## config.mk

```make
export PLATFORM = sky130hd
export DESIGN_NAME = alu_share_ctrl_flat
export DESIGN_NICKNAME = d
export VERILOG_FILES = /design/src/rtl/alu_pkg.sv /design/src/rtl/alu_share_ctrl_if.sv /design/src/rtl/rr_arbiter.sv /design/src/rtl/alu_share_ctrl.sv /design/src/flat_wrapper.sv
export SDC_FILE = /design/constraint.sdc
export NUM_CORES = 1
export LEC_CHECK = 0
export BUFFER_PORTS_ARGS = -buffer_cell sky130_fd_sc_hd__buf_2
export CAP_MARGIN = 30
export CORE_ASPECT_RATIO = 1.25
export CORE_MARGIN = 3
export CORE_UTILIZATION = 46
export DETAILED_ROUTE_END_ITERATION = 12
export PLACE_DENSITY = 0.81
export SYNTH_ARGS = -nofsm -noshare
export SYNTH_HDL_FRONTEND = slang
export SYNTH_SLANG_ARGS = --single-unit
```

## constraint.sdc

```tcl
create_clock -name clk -period 4.45 [get_ports clk]
set_clock_uncertainty 0.2 [all_clocks]
set_input_delay 0.445 -clock clk [delete_from_list [all_inputs] [get_ports clk]]
set_output_delay 0.445 -clock clk [all_outputs]
set_load 0.005 [all_outputs]
```

## src/rtl/alu_pkg.sv

```systemverilog
// alu_pkg: shared definitions for the ALU sharing scheduler.
// Instruction layout is {op[1:0], a[7:0], b[7:0]}, op in the MSBs.
package alu_pkg;

  localparam int INSTR_W = 18;
  localparam int OP_W    = 2;
  localparam int OPD_W   = 8;
  localparam int RES_W   = 16;

  // Field slice positions inside one instruction word
  localparam int OP_MSB = 17;
  localparam int OP_LSB = 16;
  localparam int A_MSB  = 15;
  localparam int A_LSB  = 8;
  localparam int B_MSB  = 7;
  localparam int B_LSB  = 0;

  typedef enum logic [OP_W-1:0] {
    OP_ADD = 2'b00,
    OP_SUB = 2'b01,
    OP_MUL = 2'b10,
    OP_AND = 2'b11
  } alu_op_e;

endpackage

```

## src/rtl/alu_share_ctrl_if.sv

```systemverilog
// alu_share_ctrl_if: request, ALU and response buses of the ALU scheduler.
//   slave  : view of the scheduler (alu_share_ctrl)
//   master : view of the surroundings (requesters, ALU, response sink)
interface alu_share_ctrl_if #(
  parameter int N_REQ = 4,
  parameter int ID_W  = 2
);
  // Requester side
  logic [N_REQ-1:0]    req_valid;
  logic [N_REQ*18-1:0] req_instr;
  logic [N_REQ-1:0]    req_ready;
  // ALU side
  logic [1:0]          alu_op;
  logic [7:0]          alu_a;
  logic [7:0]          alu_b;
  logic [15:0]         alu_result;
  logic                alu_neg;
  // Response side
  logic                rsp_valid;
  logic                rsp_ready;
  logic [ID_W-1:0]     rsp_id;
  logic [15:0]         rsp_result;
  logic                rsp_neg;
  // Status
  logic                busy;

  modport slave (
    input  req_valid, req_instr, alu_result, alu_neg, rsp_ready,
    output req_ready, alu_op, alu_a, alu_b,
           rsp_valid, rsp_id, rsp_result, rsp_neg, busy
  );

  modport master (
    output req_valid, req_instr, alu_result, alu_neg, rsp_ready,
    input  req_ready, alu_op, alu_a, alu_b,
           rsp_valid, rsp_id, rsp_result, rsp_neg, busy
  );
endinterface

```

## src/rtl/rr_arbiter.sv

```systemverilog
// rr_arbiter: round-robin arbiter with a rotating last-grant pointer.
//   clk, reset_n : clock, async active-low reset
//   req[N]       : request vector
//   advance      : grant was consumed; pointer moves to the granted index
//   grant[N]     : one-hot grant (zero when no request)
module rr_arbiter #(
  parameter int N = 4
) (
  input  logic         clk,
  input  logic         reset_n,
  input  logic [N-1:0] req,
  input  logic         advance,
  output logic [N-1:0] grant
);
  localparam int PW = $clog2(N);

  logic [PW-1:0] r_last;
  logic [PW-1:0] w_gidx;
  logic          w_found;

  // Scan from the entry after the last grant, wrapping modulo N
  always_comb begin
    int unsigned idx;
    grant   = '0;
    w_gidx  = '0;
    w_found = 1'b0;
    idx     = 0;
    for (int unsigned k = 1; k <= N; k++) begin
      idx = (int'(r_last) + k) % N;
      if (!w_found && req[idx]) begin
        w_found    = 1'b1;
        w_gidx     = PW'(idx);
        grant[idx] = 1'b1;
      end
    end
  end

  // Reset to N-1 so requester 0 has first priority
  always_ff @(posedge clk or negedge reset_n) begin
    if (!reset_n)
      r_last <= PW'(N - 1);
    else if (advance && w_found)
      r_last <= w_gidx;
  end
endmodule

```

## src/rtl/alu_share_ctrl.sv

```systemverilog
// alu_share_ctrl: round-robin scheduler sharing one external combinational
// ALU among N_REQ requesters.
//   clk     : clock, rising edge
//   reset_n : async active-low reset; discards in-flight work
//   bus     : slave modport of alu_share_ctrl_if
//             req_valid/req_instr/req_ready - per-requester instruction handshake
//             alu_op/alu_a/alu_b            - registered ALU operands
//             alu_result/alu_neg            - ALU output, captured next edge
//             rsp_valid/rsp_ready/rsp_id/rsp_result/rsp_neg - tagged response
//             busy                          - either pipeline stage occupied
module alu_share_ctrl
  import alu_pkg::*;
#(
  parameter int N_REQ = 4,
  parameter int ID_W  = 2
) (
  input logic           clk,
  input logic           reset_n,
  alu_share_ctrl_if.slave bus
);
  logic [N_REQ-1:0]   w_grant;
  logic [N_REQ-1:0]   w_ready;
  logic               w_rsp_adv;
  logic               w_can_acc;
  logic               w_accept;
  logic [ID_W-1:0]    w_gid;
  logic [INSTR_W-1:0] w_instr;

  // Issue stage
  logic               r_iv;
  logic [ID_W-1:0]    r_id;
  logic [OP_W-1:0]    r_op;
  logic [OPD_W-1:0]   r_a;
  logic [OPD_W-1:0]   r_b;
  // Response stage
  logic               r_rv;
  logic [ID_W-1:0]    r_rid;
  logic [RES_W-1:0]   r_res;
  logic               r_neg;

  rr_arbiter #(.N(N_REQ)) u_arb (
    .clk     (clk),
    .reset_n (reset_n),
    .req     (bus.req_valid),
    .advance (w_accept),
    .grant   (w_grant)
  );

  assign w_rsp_adv = !r_rv || bus.rsp_ready;
  assign w_can_acc = !r_iv || w_rsp_adv;

  // reset_n gating keeps req_ready low for the whole reset window
  assign w_ready       = (w_can_acc && reset_n) ? w_grant : '0;
  assign bus.req_ready = w_ready;
  assign w_accept      = |(bus.req_valid & w_ready);

  always_comb begin
    w_gid   = '0;
    w_instr = '0;
    for (int unsigned i = 0; i < N_REQ; i++) begin
      if (w_grant[i]) begin
        w_gid   = ID_W'(i);
        w_instr = bus.req_instr[i*INSTR_W +: INSTR_W];
      end
    end
  end

  always_ff @(posedge clk or negedge reset_n) begin
    if (!reset_n) begin
      r_iv <= 1'b0;
      r_id <= '0;
      r_op <= '0;
      r_a  <= '0;
      r_b  <= '0;
    end else if (w_accept) begin
      r_iv <= 1'b1;
      r_id <= w_gid;
      r_op <= w_instr[OP_MSB:OP_LSB];
      r_a  <= w_instr[A_MSB:A_LSB];
      r_b  <= w_instr[B_MSB:B_LSB];
    end else if (r_iv && w_rsp_adv) begin
      r_iv <= 1'b0;
    end
  end

  // When iv is set, rsp_ready implies rsp_adv, so the load branch covers the
  // refill case and the clear branch only fires with an empty issue stage
  always_ff @(posedge clk or negedge reset_n) begin
    if (!reset_n) begin
      r_rv  <= 1'b0;
      r_rid <= '0;
      r_res <= '0;
      r_neg <= 1'b0;
    end else if (r_iv && w_rsp_adv) begin
      r_rv  <= 1'b1;
      r_rid <= r_id;
      r_res <= bus.alu_result;
      r_neg <= bus.alu_neg;
    end else if (r_rv && bus.rsp_ready) begin
      r_rv  <= 1'b0;
    end
  end

  assign bus.alu_op     = r_op;
  assign bus.alu_a      = r_a;
  assign bus.alu_b      = r_b;
  assign bus.rsp_valid  = r_rv;
  assign bus.rsp_id     = r_rid;
  assign bus.rsp_result = r_res;
  assign bus.rsp_neg    = r_neg;
  assign bus.busy       = r_iv || r_rv;
endmodule

```

## src/flat_wrapper.sv

```systemverilog
// flat-port wrapper written by rule: the top's interface ports become plain ports
module alu_share_ctrl_flat import alu_pkg::*;
#(
  parameter int N_REQ = 4,
  parameter int ID_W  = 2
)
  (clk, reset_n, bus_req_valid, bus_req_instr, bus_alu_result, bus_alu_neg, bus_rsp_ready, bus_req_ready, bus_alu_op, bus_alu_a, bus_alu_b, bus_rsp_valid, bus_rsp_id, bus_rsp_result, bus_rsp_neg, bus_busy);
  alu_share_ctrl_if #(.N_REQ(N_REQ), .ID_W(ID_W)) bus_i ();
  input logic clk;
  input logic reset_n;
  input wire logic [$bits(bus_i.req_valid)-1:0] bus_req_valid;
  input wire logic [$bits(bus_i.req_instr)-1:0] bus_req_instr;
  input wire logic [$bits(bus_i.alu_result)-1:0] bus_alu_result;
  input wire logic [$bits(bus_i.alu_neg)-1:0] bus_alu_neg;
  input wire logic [$bits(bus_i.rsp_ready)-1:0] bus_rsp_ready;
  output wire logic [$bits(bus_i.req_ready)-1:0] bus_req_ready;
  output wire logic [$bits(bus_i.alu_op)-1:0] bus_alu_op;
  output wire logic [$bits(bus_i.alu_a)-1:0] bus_alu_a;
  output wire logic [$bits(bus_i.alu_b)-1:0] bus_alu_b;
  output wire logic [$bits(bus_i.rsp_valid)-1:0] bus_rsp_valid;
  output wire logic [$bits(bus_i.rsp_id)-1:0] bus_rsp_id;
  output wire logic [$bits(bus_i.rsp_result)-1:0] bus_rsp_result;
  output wire logic [$bits(bus_i.rsp_neg)-1:0] bus_rsp_neg;
  output wire logic [$bits(bus_i.busy)-1:0] bus_busy;
  assign bus_i.req_valid = bus_req_valid;
  assign bus_i.req_instr = bus_req_instr;
  assign bus_i.alu_result = bus_alu_result;
  assign bus_i.alu_neg = bus_alu_neg;
  assign bus_i.rsp_ready = bus_rsp_ready;
  assign bus_req_ready = bus_i.req_ready;
  assign bus_alu_op = bus_i.alu_op;
  assign bus_alu_a = bus_i.alu_a;
  assign bus_alu_b = bus_i.alu_b;
  assign bus_rsp_valid = bus_i.rsp_valid;
  assign bus_rsp_id = bus_i.rsp_id;
  assign bus_rsp_result = bus_i.rsp_result;
  assign bus_rsp_neg = bus_i.rsp_neg;
  assign bus_busy = bus_i.busy;
  alu_share_ctrl #(.N_REQ(N_REQ), .ID_W(ID_W)) u_core (.clk(clk), .reset_n(reset_n), .bus(bus_i));
endmodule
```

==> results.md, run 1 <==
* Post-placement cell count at approximately 460
* Final min period at 4.16 ns
* Max-Slew Margin vs Limit at 33.9%
* Worst Path Max Fanout at 12
* Die width at approximately 74 um
* Syn Nets at between 300 and 400
* Setup Fix Bufs, Post-CTS at 0
* CP most frequent cell: nor2_1
* Worst path slowest cell: dfstp_2
* Critical path class: reg -> out
* Yosys reg bits at between 40 and 50
* Netlist cell types at 43
* Sequential Power Share at about a quarter
* Vias per cell at between 5 and 6
* Diodes inserted at 0
* Drt total wl at approximately 7.6 mm
* Final setup fails at 0
* Initial DRC Count at between 90 and 100
* Synth Instances at approximately 270
* Area contributors post-synth: dfrtp_1 39%, mux2_2 8.1%, a21o_1 5.1%
* Vias post-DR at 2,599
* Internal at 1.67 mW
* Clk Latency, worst-skew pair at around 0.30 ns
* Reg2reg setup slack at 0.57 ns
* Comb pwr share at around 68%
* Final setup TNS at 0 ns
* Outcome: completed
* Clock network power share at under 10%
* Synth warnings at 0
* R2R Path Start: u_core.u_arb.r_last[0]
* Post-route ant nets at 0
* Layout Cells excl Fill at 469
* Initial antenna violation count at 0
* Critical Path AT at roughly 3.5 ns
* Gr usage total at ~23%
* Starting Density at around half
* CP Launch Type: register
* FP Rows at 30
* Layout cells sized above 1 at between 40% and 50%
* Area Overhead vs Synth at 30.5%
* Pwr/cell area at about 890 nW/um^2
* Hold Fails Final Rpt at 0
* FF-to-FF path depth at 10
* Die area at 6730 um^2
* Sw power at between 1 and 1.5 mW
* # DRC at 0
* Core Box Area at ~5500 um^2
* Final net count at ~510
* Final GP Congestion at slightly below 0.9
* Worst Setup End Kind: output port
* Top_reg_cell synth: dfrtp_1
* CTS clk-pin slew, worst paths at around 0.09 ns
* Worst setup startpoint: u_core.u_arb.r_last[0]
* Count of pins over their slew limit at 0
* Cell taking the most area after synthesis: dfrtp_1
* Fin crit share at approximately 93%
* Achievable Freq at ~240 MHz
* Share of the synthesized area in the top cell type at 38.6%
* Post-synth EDFFs at 0
* Worst VDD drop at roughly 0.00051 V
* DPL Wire Length at approximately 6 mm
* RSZ-0062 raised after global routing: false
* Sequential element share of the synthesized area at approximately two fifths
* Critical Path RT at around 3.8 ns
* First-pass GRT wire length at ~12 mm
* Largest net degree at the start of global routing at 45
* CTS max path bufs at 2
* Crit path largest cell delay at ~0.7 ns
* Detailed-route wire length per cell at 16.2 um
* Leak Pwr at about 1.7 nW
* CTS Buf Count at 5
* RR Endpoint: u_core.bus.alu_b[4]
* Overflow after GRT at 0
* Num ports at between 100 and 150
* Clock sink count at 43
* Async SR Flop Fraction at 100%
* Worst setup path endpoint: bus_req_ready[2]
* CTS tree: done
* Vias in the first global route at roughly 2,500
* Hold Path Class: in -> async
* Mean Syn Cell Area at around 10 um^2
* Port Buffers at between 100 and 150
* First-pass DRT Iterations at 5
* Worst path cell trace: inv_1 > ha_1 > mux4_2 > a21oi_2 > a21oi_1 > nor2_1 > buf_4 > nor2_1 > buf_2
* Mapped Area at 2660 um^2
* Max Cap Viol at 0
* Clock root buffer: clkbuf_8
* H-tree Lvls at 2
* Worst-Margin Slew at slightly below 1 ns
* Sw Share at 45.5%
* DIE HEIGHT at just over 90 um
==> repair_timing <==
| action | in CTS | in global routing |
|---|---|---|
| resized for setup | 0 | 2 |
| setup endpoints to repair | 0 | 2 |
| hold buffers | 0 | 0 |
==> flip-flops by register name, summed over array words and instances, names as in the netlist <==
register / flops
u_core.bus.alu_a: 8
u_core.bus.alu_op: 2
u_core.r_id: 2
u_core.bus.rsp_id: 2
u_core.bus.alu_b: 8
u_core.bus.rsp_valid: 1
u_core.bus.rsp_result: 16
u_core.bus.rsp_neg: 1
u_core.r_iv: 1
u_core.u_arb.r_last: 2
==> how the worst min path moves through the flow <==
| stage | start | slack [ns] | depth (start not counted) | end |
|---|---|---|---|---|
| CTS | reset_n | 0.02 | 2 | u_core.bus.rsp_result[1] |
| finish | reset_n | 0.002 | 2 | u_core.bus.rsp_result[8] |
| global route | reset_n | 0.05 | 2 | u_core.bus.rsp_result[1] |
| global placement | u_core.r_iv | 0.28 | 2 | u_core.bus.rsp_valid |
| floorplan | reset_n | -0.05 | 0 | u_core.bus.alu_a[0] |
| detailed placement | u_core.bus.rsp_neg | 0.29 | 1 | u_core.bus.rsp_neg |
==> metal layers <==
metal  track usage [%]  share of wire [%]  vias to the layer above
met5                 0                  0                        -
met4              7.40                1.8                        0
met3              4.32                9.7                       11
met2              40.2                 52                      141
met1              27.6                 37                     1191
li1                  -                  -                     1256
==> power by group through the flow <==
stage | registers (mW) | clock network [mW] | logic [mW]
global route | 0.763 | 0.283 | 2.33
detailed placement | 0.742 | 0 | 2.07
floorplan | 0.734 | 0 | 1.53
CTS | 0.734 | 0.266 | 2.08
finish | 0.732 | 0.260 | 2.07
global placement | 0.728 | 0 | 2.01
==> per-stage QoR <==
step / cell area, um^2 / util (%) / hold WS, ns / total power, mW / worst slack, ns
detailed placement: 3370 / 61.1 / 0.288 / 2.82 / 0.575
floorplan: 2660 / - / -0.0506 / 2.27 / 0.955
global placement: 3370 / 61.1 / 0.280 / 2.74 / 0.714
CTS: 3460 / 62.7 / 0.0211 / 3.08 / 0.217
global route: 3460 / 62.8 / 0.0480 / 3.37 / 0.0234
finish: 3460 / 62.8 / 0.00172 / 3.07 / 0.290
==> cell families after synthesis <==
logic type / synth area share (%)
simple gates: 16.9
compound gates: 20.9
flops: 40.6
buf+inv: 5.23
mux: 12.3
fa+ha+maj: 3.77
xor+xnor: 0.330
==> cell usage after synthesis (2+ instances only) <==
cell,n
o211ai_1,2
buf_2,6
a31oi_1,18
o22ai_1,17
nor2_1,26
and3_1,17
clkbuf_1,9
a21oi_1,8
nor2b_1,7
inv_1,8
o21ai_0,5
a21o_1,18
a221oi_1,3
mux4_2,4
mux2_2,19
or3b_1,4
nand2_1,23
buf_6,3
dfstp_2,2
dfrtp_1,41
ha_1,8
and2_1,3
==> cells in the final DEF, fill, tap and decap left out, types with 2 or more instances in the layout <==
cell | netlist | routed
a221oi_1 | 3 | 3
o22ai_1 | 17 | 17
inv_1 | 8 | 8
clkbuf_8 | 0 | 5
ha_1 | 8 | 8
nor2b_1 | 7 | 7
or3b_1 | 4 | 4
o21ai_0 | 5 | 5
nor2_1 | 26 | 26
clkinvlp_4 | 0 | 2
a21oi_1 | 8 | 8
buf_2 | 6 | 138
a31oi_1 | 18 | 18
nand2_1 | 23 | 23
buf_4 | 1 | 7
a21o_1 | 18 | 17
and3_1 | 17 | 17
dfstp_2 | 2 | 2
and2_1 | 3 | 2
mux4_2 | 4 | 4
dfrtp_1 | 41 | 41
o211ai_1 | 2 | 2
mux2_2 | 19 | 19
==> worst max-delay path: cells and delay by family, from the launching register on <==
| kind | cells | cell delay (ns) |
|---|---|---|
| muxes | 1 | 0.66 |
| and+or+nand+nor | 2 | 0.56 |
| buffers and inverters | 3 | 0.62 |
| adders and majority gates | 1 | 0.41 |
| DFF | 1 | 0.71 |
| AOI/OAI and AO/OA | 2 | 0.26 |
==> final cells by class <==
class | instances | area (um^2)
inverters | 8 | 30.0
clock buffers | 5 | 68.8
multi-input cells | 201 | 1440
well taps | 64 | 80.1
flip-flops and latches | 43 | 1080
clock inverters | 3 | 23.8
repair buffers | 145 | 743
fillers | 477 | 2050
Note: power is estimated with default switching activity, not from simulation.
==> inputs of run 2 (changes only) <==
- SYNTH_HIERARCHICAL: unset -> 1
==> run 2 against run 1 <==
Net effect:
- via count fell by 1.3%
- critical path type is now reg -> reg
- sequential share of layout area fell by 1.2 points
- final cell count fell by 4.5%
==> results.md, run 2 <==
* CTS tree: done
* Drt total wl at 7.68 mm (+1.2%)
* Initial DRC Count at 145 (+48%)
* Vias per cell at 5.73 (+3.4%)
* Num ports at 139 (unchanged)
* Final min period at 3.94 ns (-0.219 ns)
* Worst VDD drop at 0.000376 V (-26%)
* Final worst setup slack at 0.509 ns (+0.219 ns)
* Share of the synthesized area in the top cell type at 38.2% (-0.47 points)
* Worst Setup End Kind: register
* Mapped Area at 2690 um^2 (+1.2%)
* Area Overhead vs Synth at 33.9%
* Final Instance Area at 3600 um^2 (+3.9%)
* Placement Setup Slack at 0.531 ns (-0.0443 ns)
* Max-Slew Margin vs Limit at 47.6% (+14 points)
* Initial antenna violation count at 0 (unchanged)
* CTS Buf Count at 5 (unchanged)
* Die area at 6800 um^2 (+1.1%)
* Critical Path AT at 3.96 ns (+0.44 ns)
* First-pass GRT wire length at 11.9 mm (-1.6%)
* Area after DPL at 3480 um^2 (+3.2%)
* Core Box Area at 5560 um^2 (+0.68%)
* Synth warnings at 6 (+6)
* CTS clk-pin slew, worst paths at 0.08 ns (about the same)
* Fillers at 439 (-8.0%)
* Achievable Freq at 254 MHz (+5.6%)
* Utilization after layout at 64.8% (+2.0 points)
* Die width at 74.4 um (+0.56%)
* Layout Cells excl Fill at 448 (-4.5%)
* CP Launch Type: register
* Top_reg_cell synth: dfrtp_1
* Leak Pwr at 1.79 nW (+2.2%)
* Area of the multi-input gates at 1530 um^2 (+5.9%)
* CTS resizes at 0 (unchanged)
* DPL Wire Length at 5.90 mm (-0.14%)
* Mean Syn Cell Area at 11.1 um^2 (+14%)
* Count of pins over their slew limit at 0 (unchanged)
* Synth top cells by count: 41 x dfrtp_1, 37 x a22oi_1, 28 x mux2_2
* Final GP Congestion at 0.905 (+1.5%)
* Hold Fails Final Rpt at 0 (unchanged)
* Netlist cell types at 41 (-4.7%)
* Dominant cell by count in the synthesized netlist: dfrtp_1
* Outcome: completed
* Clock sink count at 43 (unchanged)
* Fin crit share at 88.6% (-4.9 points)
* Async SR Flop Fraction at 100% (unchanged)
* Sequential element share of the synthesized area at 40.1% (-0.49 points)
* Post-synth EDFFs at 0 (unchanged)
* Pwr/cell area at 842 nW/um^2 (-4.9%)
* Area contributors post-synth: dfrtp_1 38%, mux2_2 12%, a22oi_1 10%
* Commonest non-fill, non-tap cell in the layout: buf_2
* Detailed-route wire length per cell at 17.1 um (+6.0%)
* DIE HEIGHT at 91.5 um (+0.57%)
* Clock root buffer: clkbuf_8
* Most frequent cells in the layout: 138 x buf_2, 41 x dfrtp_1, 37 x a22oi_1
* # DRC at 0 (unchanged)
* Final setup fails at 0 (unchanged)
* Vias in the first global route at 2,450 (-2.2%)
* Critical path class: reg -> reg
* Final setup TNS at 0 ns (unchanged)
* Final net count at 487 (-4.1%)
* Critical Path RT at 4.47 ns (+0.66 ns)
* Yosys reg bits at 43 (unchanged)
* First-pass DRT Iterations at 4 (-1)
* Gr usage total at 22.1% (-0.91 points)
* Max Cap Viol at 0 (unchanged)
* FP Rows at 30 (unchanged)
* Largest register FFs at 16 (unchanged)
* H-tree Lvls at 2 (unchanged)
* Port Buffers at 138 (unchanged)
* Diodes inserted at 0 (unchanged)
* Cell taking the most area after synthesis: dfrtp_1
* Worst Path Max Fanout at 22 (+10)
* Register Area at 1080 um^2 (unchanged)
* Largest net degree at the start of global routing at 44 (-2.2%)
* Setup Fix Bufs, Post-CTS at 0 (unchanged)
* Syn Nets at 346 (-8.0%)
* Post-placement cell count at 439 (-4.8%)
* CTS max path bufs at 2 (unchanged)
* Overflow after GRT at 0 (unchanged)
* Clk Latency, worst-skew pair at 0.29 ns (about the same)
* RSZ-0062 raised after global routing: false
* Post-route ant nets at 0 (unchanged)
* Synth Instances at 242 (-11%)
* Layout cells sized above 1 at 53.9% (+8.0 points)
* Hold Path Class: in -> reg
* Worst-Margin Slew at 0.784 ns (-0.197 ns)
* Vias post-DR at 2,566 (-1.3%)
* Starting Density at 48.4% (+0.26 points)
[run 2: cell types whose count changed after synthesis, sizes merged, moves of 5 or more]
cell / before / now
a22oi: 1 / 37
mux2: 20 / 40
a31oi: 19 / 0
a21o: 18 / 0
nor2: 26 / 8
o21ai: 6 / 24
nand2: 23 / 10
o22ai: 17 / 4
a21oi: 9 / 1
and3: 17 / 12
nand2b: 1 / 6
nor2b: 7 / 2
[run 2: power by group]
| group | internal [mW] | leakage [nW] | switching [mW] |
|---|---|---|---|
| logic | 0.978 | 1.21 | 1.02 |
| clock network | 0.167 | 0.0581 | 0.130 |
| registers | 0.603 | 0.517 | 0.137 |
| total | 1.75 | 1.79 | 1.28 |
[run 2: through the flow]
stage / hold WS [ns] / total power [mW]
finish: 0.186 / 3.03
global route: 0.173 / 3.29
detailed placement: 0.0849 / 2.74
global placement: 0.266 / 2.67
CTS: 0.174 / 3.05
floorplan: -0.0506 / 2.10
[run 2: worst paths after layout]
check	cells after the start	end	slack [ns]	start
min in group asynchronous	2	u_core/bus.rsp_result[15]	0.33	reset_n
max in group asynchronous	3	u_core/u_arb/r_last[0]	3.21	reset_n
hold reg to reg	1	u_core/bus.alu_a[1]	0.28	u_core/bus.alu_a[1]
setup / recovery	11	u_core/u_arb/r_last[0]	0.51	u_core/u_arb/r_last[1]
setup reg to reg	11	u_core/u_arb/r_last[0]	0.51	u_core/u_arb/r_last[1]
hold / removal	2	u_core/bus.rsp_neg	0.19	bus_alu_neg
[run 2: area by class of cell]
type,instances,share of cell area [%]
Clock buffer,5,1.91
Tap cell,64,2.23
Sequential cell,43,30.0
Timing Repair Buffer,148,21.7
Clock inverter,3,1.22
Inverter,5,0.591
Multi-Input combinational cell,180,42.4
[run 2: cell families (layout without fill, tap and decap cells)]
kind of cell    count (synthesis)  in the layout  share of synthesized area, %
buf+inv                        19            161                          3.58
simple gates                   46             46                          10.1
flops                          43             43                          40.1
fa+ha+maj                       8              8                          3.72
mux                            44             44                          20.5
compound gates                 82             82                          22.0
[run 2: per-layer routing]
| metal | wire, um | global-route usage (%) |
|---|---|---|
| met2 | 3910 | 37.0 |
| met5 | 0 | 0 |
| met4 | 77 | 6.38 |
| met1 | 3120 | 28.9 |
| met3 | 569 | 3.21 |
[run 2: critical path, stage by stage (launching register included)]
cell       delay [ns]
dfstp_2          0.72
inv_1            0.21
ha_1             0.55
mux2i_2          0.46
a2111oi_1        0.12
o2bb2ai_2        0.44
a22o_1           0.28
o211ai_4         0.12
inv_4            0.29
a21boi_0         0.21
o21ai_1          0.08
a2bb2oi_1        0.16
[run 2: repair_timing]
item / 4_1_cts / 5_1_grt
endpoints found under the hold margin: 5 / 0
setup endpoints to repair: 0 / 0
hold buffers: 1 / 0
==> inputs of run 3 (changes only) <==
- CORE_ASPECT_RATIO: 1.25 -> 1.1
- CORE_UTILIZATION: 46 -> 47
- CTS_BUF_LIST: unset -> sky130_fd_sc_hd__clkbuf_8
- CTS_CLUSTER_DIAMETER: unset -> 80
- PLACE_DENSITY: 0.81 -> 0.83
==> run 3 against run 2 <==
Net effect:
- die area shrank 2.0%
- final cell count is 1.8% higher
- first-iteration DRC count is 18% lower
- largest cell class unchanged
- non-clock buffer count down 3
- critical endpoint is now u_core/bus.alu_b[3]
==> results.md, run 3 (synthesis results as in run 2) <==
* Most frequent cells in the layout: 138 x buf_2, 41 x dfrtp_1, 37 x a22oi_1
* First-pass GRT wire length at 11.8 mm (-0.98%)
* Drt total wl at 7.41 mm (-3.5%)
* CP most frequent cell: mux2i_2
* Vias per cell at 5.59 (-2.4%)
* Worst path slowest cell: nor4b_4
* Fillers at 440 (+0.23%)
* DPL Wire Length at 5.55 mm (-6.0%)
* Utilization after layout at 65.2% (+0.45 points)
* Critical Path RT at 4.49 ns (+0.02 ns)
* Core Box Area at 5470 um^2 (-1.6%)
* Starting Density at 49.2% (+0.80 points)
* Initial DRC Count at 119 (-18%)
* Final setup fails at 0 (unchanged)
* Largest net degree at the start of global routing at 40 (-9.1%)
* Layout Cells excl Fill at 456 (+1.8%)
* Num ports at 139 (unchanged)
* Layout cells sized above 1 at 53.5% (-0.36 points)
* FF-to-FF path depth at 9 (-2)
* Post-placement cell count at 446 (+1.6%)
* Crit path max-delay family: compound AO/OA/AOI/OAI gates
* Comb pwr share at 67.3% (+1.5 points)
* Hold Fails Final Rpt at 0 (unchanged)
* FP Rows at 28 (-6.7%)
* Diodes inserted at 0 (unchanged)
* Max Cap Viol at 0 (unchanged)
* Worst-Margin Slew at 1.03 ns (+0.250 ns)
* Detailed-route wire length per cell at 16.2 um (-5.2%)
* Hold path cells at 2 (unchanged)
* Total power at 2.92 mW (-3.8%)
* Clk Latency, worst-skew pair at 0.30 ns (about the same)
* Crit path largest cell delay at 0.94 ns (+0.22 ns)
* WP buf/inv at 1 (-1)
* Gr usage total at 22.1% (-0.024 points)
* Area after DPL at 3450 um^2 (-0.83%)
* Port Buffers at 138 (unchanged)
* Worst Setup End Kind: register
* Critical path class: reg -> reg
* Overflow after GRT at 0 (unchanged)
* Critical Path AT at 3.93 ns (-0.03 ns)
* CP Launch Type: register
* H-tree Lvls at 2 (unchanged)
* Sw power at 1.25 mW (-2.4%)
* Achievable Freq at 258 MHz (+1.5%)
* Die area at 6660 um^2 (-2.0%)
* Sw Share at 42.9% (+0.61 points)
* RSZ-0062 raised after global routing: false
* CTS max path bufs at 2 (unchanged)
* Leak Pwr at 1.75 nW (-2.0%)
* Internal at 1.66 mW (-4.8%)
* CTS clk-pin slew, worst paths at 0.09 ns (about the same)
* CTS tree: done
* First-pass DRT Iterations at 5 (+1)
* Worst VDD drop at 0.000406 V (+8.0%)
* Post-route ant nets at 0 (unchanged)
* CP Depth at 9 (-2)
* CTS Buf Count at 5 (unchanged)
* Initial antenna violation count at 0 (unchanged)
* Worst Path Max Fanout at 18 (-18%)
* Outcome: completed
* # hold bufs at CTS at 1 (unchanged)
* Pwr/cell area at 818 nW/um^2 (-2.8%)
* Hold Path Class: in -> reg
* CTS resizes at 0 (unchanged)
* Final net count at 484 (-0.62%)
* Area Overhead vs Synth at 32.6%
* Final GP Congestion at 0.949 (+4.9%)
* Sequential Power Share at 24.0% (-0.4 points)
* Setup Fix Bufs, Post-CTS at 0 (unchanged)
* Die width at 78.1 um (+5.0%)
* Final min period at 3.88 ns (-0.0580 ns)
* Vias post-DR at 2,548 (-0.70%)
* Max-Slew Margin vs Limit at 30.8% (-17 points)
* Final Instance Area at 3560 um^2 (-0.94%)
* Fin crit share at 87.3% (-1.3 points)
* # DRC at 0 (unchanged)
* Worst path cell trace: buf_4 > mux2i_2 > mux2i_2 > a2111oi_1 > o2bb2ai_2 > nor4b_4 > a22oi_1 > o21ai_0 > mux2_2
* Clock network power share at 8.7% (-1.1 points)
* Clock sink count at 43 (unchanged)
* Commonest non-fill, non-tap cell in the layout: buf_2
* Vias in the first global route at 2,494 (+1.8%)
* Final setup TNS at 0 ns (unchanged)
* Clock root buffer: clkbuf_8
* Largest register FFs at 16 (unchanged)
* DIE HEIGHT at 85.3 um (-6.7%)
* Count of pins over their slew limit at 0 (unchanged)
## run 3: stage by stage
step / setup WS [ns] / hold WS (ns)
3_5_place_dp: 0.485 / 0.125
3_3_place_gp: 0.550 / 0.119
6_report: 0.567 / 0.169
4_1_cts: 0.456 / 0.168
5_1_grt: 0.263 / 0.161
2_1_floorplan: 0.839 / -0.0506
## run 3: cell type report
class / instances / area, um^2 / area share, %
flip-flops and latches: 43 / 1080 / 30.3
inverters: 5 / 21.3 / 0.597
well taps: 75 / 93.8 / 2.63
clock buffers: 5 / 68.8 / 1.93
multi-input cells: 180 / 1530 / 42.8
repair buffers: 145 / 753 / 21.1
clock inverters: 3 / 23.8 / 0.667
## run 3: path summary, 6_finish.rpt
| check | from | endpoint | slack [ns] |
|---|---|---|---|
| max reg2reg | u_core/u_arb/r_last[0] | u_core/bus.alu_b[3] | 0.57 |
| max in group asynchronous | reset_n | u_core/u_arb/r_last[1] | 2.92 |
| min in group asynchronous | reset_n | u_core/bus.alu_b[1] | 0.36 |
| max | u_core/u_arb/r_last[0] | u_core/bus.alu_b[3] | 0.57 |
| min reg2reg | u_core/r_id[0] | u_core/r_id[0] | 0.30 |
| min | bus_alu_result[4] | u_core/bus.rsp_result[4] | 0.17 |
## run 3: worst reg2reg max path: stages, from the launching register on
cell	delay (ns)
dfstp_2	0.54
buf_4	0.21
mux2i_2	0.48
mux2i_2	0.23
a2111oi_1	0.49
o2bb2ai_2	0.26
nor4b_4	0.94
a22oi_1	0.18
o21ai_0	0.14
mux2_2	0.17
## run 3: power by group through the flow
stage	combinational (mW)	clock (mW)	sequential [mW]
after CTS	1.93	0.260	0.700
after global placement	1.87	0	0.695
after detailed placement	1.92	0	0.706
final	1.96	0.253	0.701
after floorplan	1.37	0	0.728
after global routing	2.15	0.279	0.724
## run 3: per-layer routing
| layer | track usage [%] | vias up | wire (um) |
|---|---|---|---|
| met5 | 0 | - | 0 |
| met4 | 6.84 | 0 | 104 |
| met3 | 5.41 | 14 | 571 |
| met2 | 39.4 | 125 | 3750 |
| met1 | 26.0 | 1209 | 2980 |
| li1 | - | 1200 | - |
